[config.mk]
export PLATFORM = sky130hd
export DESIGN_NAME = eth_rx_frame_capture
export DESIGN_NICKNAME = d
export VERILOG_FILES = /design/src/rtl/eth_rx_pkg.sv /design/src/rtl/eth_crc32_byte.sv /design/src/rtl/eth_rx_frame_capture.sv
export SDC_FILE = /design/constraint.sdc
export NUM_CORES = 1
export LEC_CHECK = 0
export BUFFER_PORTS_ARGS = -buffer_cell sky130_fd_sc_hd__clkbuf_2
export CAP_MARGIN = 20
export CORE_UTILIZATION = 44
export CTS_BUF_LIST = sky130_fd_sc_hd__clkbuf_8
export CTS_CLUSTER_DIAMETER = 80
export DETAILED_ROUTE_END_ITERATION = 7
export PLACE_DENSITY = 0.61
export SKIP_LAST_GASP = 1
export SYNTH_ARGS = -nofsm -noshare
export SYNTH_HDL_FRONTEND = slang
export SYNTH_SLANG_ARGS = --single-unit
[constraint.sdc]
create_clock -name clk -period 5.5 [get_ports clk]
set_clock_uncertainty 0.15 [all_clocks]
set_input_delay 1.375 -clock clk [delete_from_list [all_inputs] [get_ports clk]]
set_output_delay 1.375 -clock clk [all_outputs]
set_load 0.1 [all_outputs]
[src/rtl/eth_rx_pkg.sv]
// Shared types and constants for the Ethernet receive frame capture block.
package eth_rx_pkg;

    typedef enum logic [2:0] {
        IDLE,
        PRE,
        DATA,
        DROP,
        HOLD
    } rx_state_e;

    localparam logic [7:0]  PREAMBLE_BYTE = 8'h55;
    localparam logic [7:0]  SFD_BYTE      = 8'hD5;
    localparam logic [31:0] CRC_POLY      = 32'h04C11DB7;
    localparam logic [31:0] CRC_INIT      = 32'hFFFFFFFF;
    localparam logic [31:0] CRC_RESIDUE   = 32'hC704DD7B;

endpackage

[src/rtl/eth_crc32_byte.sv]
// One-byte step of the Ethernet CRC-32. Data bits enter LSB first, register kept MSB-aligned,
// so the good-frame residue is 0xC704DD7B rather than the bit-reversed 0xDEBB20E3.
module eth_crc32_byte (
    input  logic [31:0] crc_in,
    input  logic [7:0]  data,
    output logic [31:0] crc_out
);
    import eth_rx_pkg::*;

    logic [31:0] c;
    logic        fb;

    always_comb begin
        c  = crc_in;
        fb = 1'b0;
        for (int i = 0; i < 8; i++) begin
            fb = c[31] ^ data[i];
            c  = {c[30:0], 1'b0} ^ (fb ? CRC_POLY : 32'h0);
        end
        crc_out = c;
    end

endmodule

[src/rtl/eth_rx_frame_capture.sv]
// MII/GMII receive front end: preamble/SFD hunt, frame buffering until ack, status per frame.
// Optional FCS residue check is compiled in when ETH_RX_FCS_CHECK_EN is defined.
//
// state | meaning
// IDLE  | line quiet, waiting for rx_dv to rise
// PRE   | counting 0x55 preamble bytes, looking for SFD
// DATA  | storing frame body into the buffer
// DROP  | discarding the rest of a bad or unwanted frame until rx_dv falls
// HOLD  | frame held for software; new frames are counted as drops
module eth_rx_frame_capture #(
    parameter int IN_W      = 4,
    parameter int MAX_BYTES = 64,
    parameter int MIN_PRE   = 7,
    parameter int DROP_W    = 8
) (
    input  logic                           clk,
    input  logic                           rst,
    input  logic [IN_W-1:0]                rx_d,
    input  logic                           rx_dv,
    input  logic                           rx_er,
    input  logic [$clog2(MAX_BYTES)-1:0]   rd_addr,
    output logic [7:0]                     rd_data,
    output logic                           frame_valid,
    output logic [$clog2(MAX_BYTES+1)-1:0] frame_len,
    output logic                           frame_err,
    output logic                           crc_ok,
    input  logic                           frame_ack,
    output logic [DROP_W-1:0]              drop_cnt
);
    import eth_rx_pkg::*;

    localparam int AW    = $clog2(MAX_BYTES);
    localparam int LEN_W = $clog2(MAX_BYTES+1);
    localparam int PRE_W = $clog2(MIN_PRE+2);
    localparam logic [LEN_W-1:0] MAX_LEN   = LEN_W'(MAX_BYTES);
    localparam logic [PRE_W-1:0] MIN_PRE_V = PRE_W'(MIN_PRE);
    localparam logic [AW:0]      RD_LIMIT  = (AW+1)'(MAX_BYTES);

    rx_state_e          state_q, state_d;
    logic               dv_q, rise;
    logic               byte_v, odd_nib;
    logic [7:0]         byte_d;
    logic [PRE_W-1:0]   pre_cnt_q, pre_cnt_d, pre_cur;
    logic [LEN_W-1:0]   wr_ptr_q, frame_len_q;
    logic               err_q, ovf_q, frame_err_q;
    logic [DROP_W-1:0]  drop_cnt_q;
    logic               data_start, wr_en, ovf_set, hold_enter, drop_inc;
    logic [7:0]         mem [MAX_BYTES];

    assign rise = rx_dv & ~dv_q;

    // Byte assembly; odd_nib flags a lone low nibble waiting for its partner.
    if (IN_W == 8) begin : g_gmii
        assign byte_v  = rx_dv;
        assign byte_d  = rx_d;
        assign odd_nib = 1'b0;
    end else begin : g_mii
        logic       phase_q;
        logic [3:0] lo_q;

        always_ff @(posedge clk) begin
            if (rst || !rx_dv) phase_q <= 1'b0;
            else               phase_q <= ~phase_q;
            if (rx_dv && !phase_q) lo_q <= rx_d;
        end

        assign byte_v  = rx_dv & phase_q;
        assign byte_d  = {rx_d, lo_q};
        assign odd_nib = phase_q;
    end

    // In IDLE the rising beat already carries the first preamble byte (GMII), so it is judged here too.
    assign pre_cur = (state_q == IDLE) ? '0 : pre_cnt_q;

    always_comb begin
        state_d    = state_q;
        pre_cnt_d  = pre_cnt_q;
        data_start = 1'b0;
        wr_en      = 1'b0;
        ovf_set    = 1'b0;
        hold_enter = 1'b0;
        drop_inc   = 1'b0;
        case (state_q)
            IDLE, PRE: begin
                if (state_q == PRE && !rx_dv) begin
                    state_d = IDLE;
                end else if (state_q == PRE || rise) begin
                    state_d   = PRE;
                    pre_cnt_d = pre_cur;
                    if (byte_v) begin
                        if (byte_d == PREAMBLE_BYTE) begin
                            if (pre_cur != '1) pre_cnt_d = pre_cur + 1'b1;
                        end else if (byte_d == SFD_BYTE && pre_cur >= MIN_PRE_V) begin
                            state_d    = DATA;
                            data_start = 1'b1;
                        end else begin
                            state_d = DROP;
                        end
                    end
                end
            end
            DATA: begin
                if (!rx_dv) begin
                    state_d    = HOLD;
                    hold_enter = 1'b1;
                end else if (byte_v) begin
                    if (wr_ptr_q == MAX_LEN) ovf_set = 1'b1;
                    else                     wr_en   = 1'b1;
                end
            end
            DROP: begin
                if (!rx_dv) state_d = IDLE;
            end
            HOLD: begin
                drop_inc = rise;
                if (frame_ack) state_d = rx_dv ? DROP : IDLE;
            end
            default: state_d = IDLE;
        endcase
    end

    always_ff @(posedge clk) begin
        if (rst) begin
            state_q     <= IDLE;
            dv_q        <= 1'b0;
            pre_cnt_q   <= '0;
            wr_ptr_q    <= '0;
            err_q       <= 1'b0;
            ovf_q       <= 1'b0;
            frame_len_q <= '0;
            frame_err_q <= 1'b0;
            drop_cnt_q  <= '0;
        end else begin
            state_q   <= state_d;
            dv_q      <= rx_dv;
            pre_cnt_q <= pre_cnt_d;
            if (data_start) begin
                wr_ptr_q <= '0;
                err_q    <= 1'b0;
                ovf_q    <= 1'b0;
            end else if (state_q == DATA && rx_dv) begin
                if (wr_en)   wr_ptr_q <= wr_ptr_q + 1'b1;
                if (ovf_set) ovf_q    <= 1'b1;
                if (rx_er)   err_q    <= 1'b1;
            end
            if (hold_enter) begin
                frame_len_q <= wr_ptr_q;
                frame_err_q <= err_q | ovf_q | odd_nib | (wr_ptr_q == '0);
            end
            if (drop_inc && drop_cnt_q != '1) drop_cnt_q <= drop_cnt_q + 1'b1;
        end
    end

    always_ff @(posedge clk) begin
        if (wr_en) mem[wr_ptr_q[AW-1:0]] <= byte_d;
    end

    always_ff @(posedge clk) begin
        if (rst)                           rd_data <= '0;
        else if ({1'b0, rd_addr} < RD_LIMIT) rd_data <= mem[rd_addr];
        else                               rd_data <= '0;
    end

    assign frame_valid = (state_q == HOLD);
    assign frame_len   = frame_len_q;
    assign frame_err   = frame_err_q;
    assign drop_cnt    = drop_cnt_q;

`ifdef ETH_RX_FCS_CHECK_EN
    logic [31:0] crc_q, crc_next;
    logic        crc_ok_q;

    eth_crc32_byte u_crc (
        .crc_in  (crc_q),
        .data    (byte_d),
        .crc_out (crc_next)
    );

    // Overflow bytes still feed the CRC; the overflow flag alone vetoes crc_ok.
    always_ff @(posedge clk) begin
        if (rst) begin
            crc_q    <= CRC_INIT;
            crc_ok_q <= 1'b0;
        end else begin
            if (data_start)           crc_q <= CRC_INIT;
            else if (wr_en || ovf_set) crc_q <= crc_next;
            if (hold_enter) crc_ok_q <= (crc_q == CRC_RESIDUE) && !ovf_q;
        end
    end

    assign crc_ok = crc_ok_q & frame_valid;
`else
    assign crc_ok = frame_valid;
`endif

endmodule

==> metrics.md, run 1 <==
| Metric | Value |
|---|---|
| Status | `completed` |
| Crit-path cells | `clkbuf_2, and4bb_2, nand2_1, nor3_1, nand2_1, nor2_1` |
| RSZ-0062 raised after global routing | `no` |
| Clk root buf | `clkbuf_8` |
| Initial DRC count | `1060` |
| Crit start category | `primary input` |
| Routed vias | `11238` |
| Boundary pin count | `41` |
| Final Setup Violations | `0` |
| Critical Path AT | `3.72 ns` |
| Drt first pass iters | `5` |
| Maximum vdd drop | `0.000188 V` |
| Worst slew pin tran | `0.974 ns` |
| Reg clk slew, reported paths | `0.05 ns` |
| Final Hold Viols | `0` |
| Vert. Die Dim | `226 um` |
| Fin crit share | `0.655` |
| Internal Pwr Total | `0.00649 W` |
| First-pass GRT wire length | `76200 um` |
| Fraction of layout cells with a size suffix above 1 | `0.244` |
| Total clock sinks | `558` |
| EDFF count, synth | `516` |
| Placement Rows | `81` |
| Synthesized Nets | `1159` |
| Pin count of the biggest net entering global routing | `67` |
| Clk pwr share | `0.394` |
| Fin nets | `1258` |
| Drt drc | `0` |
| Lkg Pwr | `7.84 nW` |
| Element type at the critical path end | `register` |
| Initial antenna violation count | `0` |
| Gr ovfl total | `0` |
| Switch share | `0.227` |
| DRT antenna net count | `0` |
| Worst hold stages | `2` |
| GP Congestion | `0.847` |
| Reg2reg setup slack | `2.01 ns` |
| Seq/Total Area, Yosys | `0.743` |
| DP HPWL | `31200 um` |
| Post-CTS Setup Bufs | `0` |
| GRT Resource Usage Total | `0.209` |
| Die area | `50900 um2` |
| Synth Register Bits | `558` |
| Critical hold path startpoint | `err_q` |
| Rel. slew slack | `0.349` |
| Net Sw Power | `0.00191 W` |
| CTS tree | `yes` |
| Max Buffers Root-to-Sink | `3` |
| Family with the most delay on the worst path | `simple AND/OR/NAND/NOR gates` |
| Critical Path RT | `5.62 ns` |
| Synth-to-Final Area Change | `11.5%` |
| Commonest non-fill, non-tap cell in the layout | `edfxtp_1` |
| Final worst slack | `1.90 ns` |
| # port buffers | `40` |
| Core ar. | `49200 um2` |
| WL/cell | `26.0 um` |
| Slew Limit Fails | `0` |
| P per Cell Area | `342 nW/um2` |
| Die Width | `226 um` |
| Critical Path Most Common Cell | `nand2_1` |
| CP max stage cell | `nor2_1` |
| Mapped Cells | `1140` |
| Hold endpoint | `err_q` |
| Reg-to-Reg End | `mem[43][3]` |
| Power share of the combinational group | `0.051` |
| Max Cap Violations | `0` |
| Via density | `5.68` |
| Post-synth ARST share | `0` |
| Seq pwr share | `0.555` |
| Initial core utilization | `0.447` |
| Crit-path max cell delay | `0.84 ns` |
| FMAX | `278 MHz` |
| Synth Flop Type | `edfxtp_1` |
| Hold buffer count at CTS | `0` |
| Final WL | `51300 um` |
| CTS H-tree lvls | `3` |
| Clock latency reported for the late side of the worst-skew pair | `0.63 ns` |
| CTS resizes | `0` |
| HP Class | `reg -> reg` |
| Cell Area, Synth | `22000 um2` |
| Critical path type | `in -> reg` |
| Fin Setup TNS | `0 ns` |
| Most frequent cells in the layout | `edfxtp_1 (516), mux4_2 (125), nor2_1 (105), clkbuf_8 (96), inv_1 (44)` |
| Worst R2R Start | `wr_ptr_q[3]` |
| Fill cell count | `4055` |
| WHS | `0.329 ns` |
| Fin crit period | `3.60 ns` |
| TritonCTS buffer count | `90` |
| Ys Warns | `0` |
| Crit path max fanout | `13` |
| DP Worst Slack | `1.21 ns` |
| Worst R2R Path Depth | `5` |
| Synthesized area per cell | `19.3 um2` |
| CP bufs+invs | `1` |
| Synth unique cells | `61` |
| Number of global-route vias before repair | `11523` |
-- how the worst max path moves through the flow --
stage	slack, ns	cells after the start	from	end
floorplan	1.69	3	state_q[0]	frame_valid
global placement	1.27	6	rx_dv	mem[43][1]
detailed placement	1.21	6	rx_dv	mem[43][1]
CTS	1.86	2	state_q[2]	frame_valid
global route	1.75	6	rx_dv	mem[43][5]
finish	1.90	6	rx_dv	mem[43][3]
-- layer usage --
layer  vias to the layer above  share of wire  global-route usage
li1                       4846              -                   -
met4                         0          0.028              0.0766
met5                         -              0                   0
met1                      5835           0.43               0.295
met2                       468           0.47               0.321
met3                        89          0.075              0.0454
-- layout make-up --
cell class                      count  area, um2  share of cell area
Clock inverter                     69        342              0.0139
Antenna cell                        1       2.50            0.000102
Timing Repair Buffer               68        448              0.0183
Multi-Input combinational cell    509       5200               0.212
Inverter                           12       45.0             0.00184
Tap cell                          664        831              0.0339
Clock buffer                       96       1320              0.0539
Sequential cell                   558      16300               0.666
-- worst register-to-register path, cell delays in order, from the launching register on --
cell,delay (ns)
dfxtp_1,0.63
or3_1,0.49
nor2_1,0.13
nor3_1,0.39
nand2_1,0.47
nor2_1,0.85
-- synth_stat cells (5+ instances only) --
| cell | count | area [um2] |
|---|---|---|
| o22ai_1 | 12 | 75.1 |
| mux2_2 | 8 | 90.1 |
| a211oi_1 | 8 | 60.1 |
| o21ai_0 | 11 | 55.1 |
| nand2b_1 | 6 | 37.5 |
| a22oi_1 | 8 | 60.1 |
| nand4_1 | 5 | 31.3 |
| xnor2_1 | 7 | 61.3 |
| a21oi_1 | 16 | 80.1 |
| a31oi_1 | 5 | 31.3 |
| clkbuf_1 | 16 | 60.1 |
| nand3_1 | 22 | 110 |
| buf_4 | 13 | 97.6 |
| a2111oi_0 | 5 | 43.8 |
| edfxtp_1 | 516 | 15500 |
| buf_2 | 16 | 80.1 |
| nor2b_1 | 14 | 87.6 |
| nor3_1 | 7 | 35.0 |
| nor2_1 | 105 | 394 |
| and2_1 | 7 | 43.8 |
| mux4_2 | 125 | 2820 |
| buf_6 | 12 | 135 |
| or3_1 | 7 | 43.8 |
| mux2i_1 | 38 | 380 |
| dfxtp_1 | 42 | 841 |
| inv_1 | 12 | 45.0 |
| nand2_1 | 32 | 120 |
-- sequential cells by signal (all words and copies together) (netlist names) --
register	flops
pre_cnt_q	4
state_q	3
g_mii.lo_q	4
frame_len	7
mem	512
ovf_q	1
wr_ptr_q	7
dv_q	1
err_q	1
g_mii.phase_q	1
drop_cnt	8
rd_data	8
frame_err	1
-- stage by stage --
step           area [um2]  std cells  power [W]   util
2_1_floorplan       22000       1140    0.00503      -
3_3_place_gp        22800       1810    0.00518  0.465
3_5_place_dp        22900       1811    0.00518  0.465
4_1_cts             24500       1976    0.00847  0.499
5_1_grt             24500       1976    0.00867  0.499
6_report            24500       1977    0.00840  0.499
-- kinds of logic after synthesis --
| logic type | count (synthesis) | synth area share |
|---|---|---|
| AOI/OAI and AO/OA | 94 | 0.0305 |
| xor gates and xnor gates | 11 | 0.00438 |
| adders and majority gates | 4 | 0.00228 |
| buffers and inverters | 73 | 0.0212 |
| DFF | 558 | 0.743 |
| muxes | 171 | 0.149 |
| and+or+nand+nor | 229 | 0.0494 |
-- power by group through the flow --
stage | clock network (W) | registers (W) | logic [W]
after floorplan | 0 | 0.00480 | 0.000232
after global placement | 0 | 0.00475 | 0.000434
after detailed placement | 0 | 0.00475 | 0.000439
after CTS | 0.00337 | 0.00466 | 0.000440
after global routing | 0.00356 | 0.00466 | 0.000459
final | 0.00331 | 0.00466 | 0.000432
Note: power is estimated with default switching activity, not from simulation.
==> run 2, diff against run 1 <==
--- a/config.mk
+++ b/config.mk
@@ -11,7 +11,7 @@
 export CTS_BUF_LIST = sky130_fd_sc_hd__clkbuf_8
 export CTS_CLUSTER_DIAMETER = 80
 export DETAILED_ROUTE_END_ITERATION = 7
-export PLACE_DENSITY = 0.61
+export PLACE_DENSITY = 0.64
 export SKIP_LAST_GASP = 1
 export SYNTH_ARGS = -nofsm -noshare
 export SYNTH_HDL_FRONTEND = slang
==> constraint.sdc (replaced) <==
create_clock -name clk -period 3.11 [get_ports clk]
set_clock_uncertainty 0.15 [all_clocks]
set_input_delay 0.7775 -clock clk [delete_from_list [all_inputs] [get_ports clk]]
set_output_delay 0.7775 -clock clk [all_outputs]
set_load 0.1 [all_outputs]
==> metrics.md, run 2 (synthesis gave the netlist of run 1 again) <==
| Metric | Value |
|---|---|
| Gr ovfl total | `0` |
| First-pass GRT wire length | `76400 um` |
| Fin crit period | `2.93 ns` |
| CTS H-tree lvls | `3` |
| Diode count | `0` |
| Boundary pin count | `41` |
| Lkg Pwr | `8.49 nW` |
| Hold buffer count at CTS | `0` |
| Rel. slew slack | `0.478` |
| # port buffers | `40` |
| Critical Path RT | `2.18 ns` |
| Pin count of the biggest net entering global routing | `66` |
| Initial core utilization | `0.447` |
| FMAX | `341 MHz` |
| Clk pwr share | `0.405` |
| Maximum vdd drop | `0.000290 V` |
| Max Buffers Root-to-Sink | `3` |
| WHS | `0.244 ns` |
| Post-CTS Setup Bufs | `0` |
| WL/cell | `24.6 um` |
| Multi-input gate area in the final layout | `5200 um2` |
| Fill cell count | `3919` |
| DP HPWL | `32800 um` |
| Crit start category | `register` |
| Initial DRC count | `1073` |
| Finished Cell Area | `25500 um2` |
| Routed vias | `11465` |
| Placement Rows | `81` |
| HP Class | `in -> reg` |
| Clock latency reported for the late side of the worst-skew pair | `0.66 ns` |
| Clk root buf | `clkbuf_8` |
| Fin crit share | `0.942` |
| Net Sw Power | `0.00335 W` |
| P per Cell Area | `595 nW/um2` |
| Die Width | `226 um` |
| Core ar. | `49200 um2` |
| Reg clk slew, reported paths | `0.06 ns` |
| Fin Setup TNS | `0 ns` |
| Critical Path AT | `2.00 ns` |
| Number of flip-flops in the largest register | `512` |
| Sequential cell area | `16300 um2` |
| CTS tree | `yes` |
| Worst slew pin tran | `0.783 ns` |
| Drt first pass iters | `5` |
| Switch share | `0.220` |
| Slew Limit Fails | `0` |
| Fin nets | `1367` |
| Element type at the critical path end | `output pin` |
| Critical path type | `reg -> out` |
| DRT antenna net count | `0` |
| Final WL | `51100 um` |
| Via density | `5.51` |
| Total clock sinks | `558` |
| Status | `completed` |
| TritonCTS buffer count | `89` |
| RSZ-0062 raised after global routing | `no` |
| Synth-to-Final Area Change | `16.1%` |
| Crit path max fanout | `11` |
| Most frequent cells in the layout | `edfxtp_1 (516), buf_4 (131), mux4_2 (125), clkbuf_8 (110), nor2_1 (105)` |
| Max Cap Violations | `0` |
| Internal Pwr Total | `0.0118 W` |
| GRT Resource Usage Total | `0.209` |
| Commonest non-fill, non-tap cell in the layout | `edfxtp_1` |
| Fraction of layout cells with a size suffix above 1 | `0.313` |
| Seq pwr share | `0.542` |
| Final Setup Violations | `0` |
| GP Congestion | `0.854` |
| Initial antenna violation count | `0` |
| Power share of the combinational group | `0.053` |
| Vert. Die Dim | `226 um` |
| Drt drc | `0` |
| CTS resizes | `0` |
| Number of global-route vias before repair | `11589` |
| Final Hold Viols | `0` |
| Dpl cell area | `23800 um2` |
| Die area | `50900 um2` |
-- run 2: cell count changes in the layout (fill, tap and decap cells not counted), sizes merged --
cell | before | now
clkinvlp | 3 | 1
clkbuf | 133 | 147
diode | 1 | 0
buf | 31 | 141
clkinv | 30 | 18
inv | 46 | 41
-- run 2: power by group through the flow --
stage                     Sequential [W]  Combinational (W)  Clock, W
after global routing             0.00823           0.000856   0.00661
after global placement           0.00839           0.000806         0
after detailed placement         0.00839           0.000814         0
after CTS                        0.00823           0.000816   0.00629
after floorplan                  0.00848           0.000411         0
final                            0.00823           0.000806   0.00615
-- run 2: area by class of cell --
| type | count | share of cell area |
|---|---|---|
| Clock inverter | 50 | 0.0101 |
| Timing Repair Buffer | 178 | 0.0524 |
| Sequential cell | 558 | 0.640 |
| Tap cell | 664 | 0.0326 |
| Inverter | 12 | 0.00176 |
| Multi-Input combinational cell | 509 | 0.204 |
| Clock buffer | 110 | 0.0593 |
-- run 2: worst paths after layout --
path | depth (start not counted) | startpoint | end | slack, ns
min reg2reg | 2 | err_q | err_q | 0.33
max reg2reg | 6 | state_q[1] | mem[59][7] | 0.35
max | 2 | state_q[2] | crc_ok | 0.18
min | 3 | rx_er | err_q | 0.24
-- run 2: per-layer routing --
metal,track usage,routed length [um]
met3,0.0379,3400
met2,0.329,24400
met1,0.296,22300
met5,0,0
met4,0.0634,964
-- run 2: stage by stage --
stage	total power (W)	utilization	worst slack, ns	instances
2_1_floorplan	0.00890	-	0.334	1140
3_3_place_gp	0.00919	0.483	0.0240	1921
3_5_place_dp	0.00920	0.483	0.0246	1921
4_1_cts	0.0153	0.519	0.127	2081
5_1_grt	0.0157	0.519	0.0481	2081
6_report	0.0152	0.519	0.180	2081
-- run 2: critical path: stages (launching register included) --
cell	delay [ns]
dfxtp_1	0.52
nor3b_4	0.34
clkbuf_2	0.51
==> run 3, diff against run 2 <==
--- a/config.mk
+++ b/config.mk
@@ -6,10 +6,12 @@
 export NUM_CORES = 1
 export LEC_CHECK = 0
 export BUFFER_PORTS_ARGS = -buffer_cell sky130_fd_sc_hd__clkbuf_2
-export CAP_MARGIN = 20
+export CAP_MARGIN = 10
+export CORE_ASPECT_RATIO = 1.25
 export CORE_UTILIZATION = 44
 export CTS_BUF_LIST = sky130_fd_sc_hd__clkbuf_8
 export CTS_CLUSTER_DIAMETER = 80
+export CTS_CLUSTER_SIZE = 16
 export DETAILED_ROUTE_END_ITERATION = 7
 export PLACE_DENSITY = 0.64
 export SKIP_LAST_GASP = 1
==> metrics.md, run 3 (synthesis gave the netlist of run 1 again) <==
| Metric | Value |
|---|---|
| Status | `completed` |
| Crit-path cells | `nor3b_4, clkbuf_2` |
| TritonCTS buffer count | `40` |
| Fin Setup TNS | `0 ns` |
| Synth-to-Final Area Change | `11.3%` |
| RSZ-0062 raised after global routing | `no` |
| Gr ovfl total | `0` |
| DRT antenna net count | `0` |
| Vert. Die Dim | `252 um` |
| Critical hold path startpoint | `rx_er` |
| Crit path max fanout | `11` |
| # port buffers | `40` |
| CTS tree | `yes` |
| Initial antenna violation count | `1` |
| Sequential cell area | `16300 um2` |
| Max Buffers Root-to-Sink | `3` |
| DP Worst Slack | `0.126 ns` |
| Fill cell count | `4002` |
| Initial core utilization | `0.446` |
| Fin crit period | `2.93 ns` |
| Number of global-route vias before repair | `11382` |
| Crit start category | `register` |
| Placed Cells | `1913` |
| First-pass GRT wire length | `74700 um` |
| Element type at the critical path end | `output pin` |
| Critical Path RT | `2.18 ns` |
| Number of flip-flops in the largest register | `512` |
| Worst slew pin tran | `0.915 ns` |
| Final worst slack | `0.179 ns` |
| Final Hold Viols | `0` |
| Reg clk slew, reported paths | `0.09 ns` |
| Final WL | `50500 um` |
| Multi-input gate area in the final layout | `5200 um2` |
| Lkg Pwr | `7.92 nW` |
| Critical Path AT | `2.00 ns` |
| CP max stage cell | `dfxtp_1` |
| Pin count of the biggest net entering global routing | `66` |
| Rel. slew slack | `0.388` |
| Max Cap Violations | `0` |
| DP HPWL | `32800 um` |
| CTS resizes | `0` |
| FMAX | `341 MHz` |
| P per Cell Area | `510 nW/um2` |
| Via density | `5.65` |
| Critical path type | `reg -> out` |
| Initial DRC count | `926` |
| Most frequent cells in the layout | `edfxtp_1 (516), buf_4 (133), mux4_2 (125), nor2_1 (105), dfxtp_1 (42)` |
| Clk root buf | `clkbuf_8` |
| Fin nets | `1323` |
| CTS H-tree lvls | `2` |
| Fin cells | `1979` |
| GP Congestion | `0.863` |
| Total clock sinks | `558` |
| Reg2reg setup slack | `0.59 ns` |
| Clock latency reported for the late side of the worst-skew pair | `0.61 ns` |
| Hold buffer count at CTS | `0` |
| Die area | `50900 um2` |
| Fin crit share | `0.942` |
| GRT Resource Usage Total | `0.203` |
| Final Setup Violations | `0` |
| Core ar. | `49300 um2` |
| Slew Limit Fails | `0` |
| Worst R2R Start | `state_q[1]` |
| Maximum vdd drop | `0.000268 V` |
| Commonest non-fill, non-tap cell in the layout | `edfxtp_1` |
| Drt drc | `0` |
| Post-CTS Setup Bufs | `0` |
| Die Width | `202 um` |
| HP Class | `in -> reg` |
| Drt first pass iters | `5` |
| WL/cell | `25.5 um` |
| Crit-path max cell delay | `0.55 ns` |
| Boundary pin count | `41` |
| Routed vias | `11183` |
| Placement Rows | `91` |
| Crit path launch | `state_q[2]` |
| Fraction of layout cells with a size suffix above 1 | `0.279` |
-- run 3: worst paths after layout --
check	end	depth (start not counted)
hold reg to reg	ovf_q	2
setup reg to reg	mem[40][0]	7
setup / recovery	crc_ok	2
hold / removal	err_q	3
-- run 3: power by group --
group	leakage, nW	switching [W]	internal, W
Combinational	2.53	0.000517	0.000294
Clock	0.409	0.00222	0.00123
Sequential	4.98	0.0000225	0.00820
-- run 3: final cells by class --
class | instances | share of cell area
antenna | 1 | 0.000102
clock buffer | 41 | 0.0231
clock inverter | 24 | 0.00399
inverter | 12 | 0.00184
multi-input combinational | 509 | 0.213
sequential | 558 | 0.667
tap | 651 | 0.0333
timing repair buffer | 183 | 0.0577
-- run 3: per-layer routing --
| layer | vias up | share of wire | track usage |
|---|---|---|---|
| met5 | - | 0 | 0 |
| li1 | 4906 | - | - |
| met2 | 369 | 0.50 | 0.338 |
| met4 | 0 | 0.040 | 0.0848 |
| met1 | 5820 | 0.40 | 0.266 |
| met3 | 88 | 0.060 | 0.0337 |
-- run 3: critical path, delay by kind of cell (launching register included) --
kind | cells | cell delay [ns]
DFF | 1 | 0.55
buffers and inverters | 1 | 0.51
and+or+nand+nor | 1 | 0.35
-- run 3: through the flow --
step	utilization	power, W	hold slack (ns)	instance area, um2
after floorplan	-	0.00890	0.287	22000
final	0.496	0.0125	0.276	24500
after detailed placement	0.483	0.00921	0.316	23800
after CTS	0.496	0.0126	0.243	24500
after global routing	0.496	0.0129	0.293	24500
after global placement	0.483	0.00920	0.302	23800
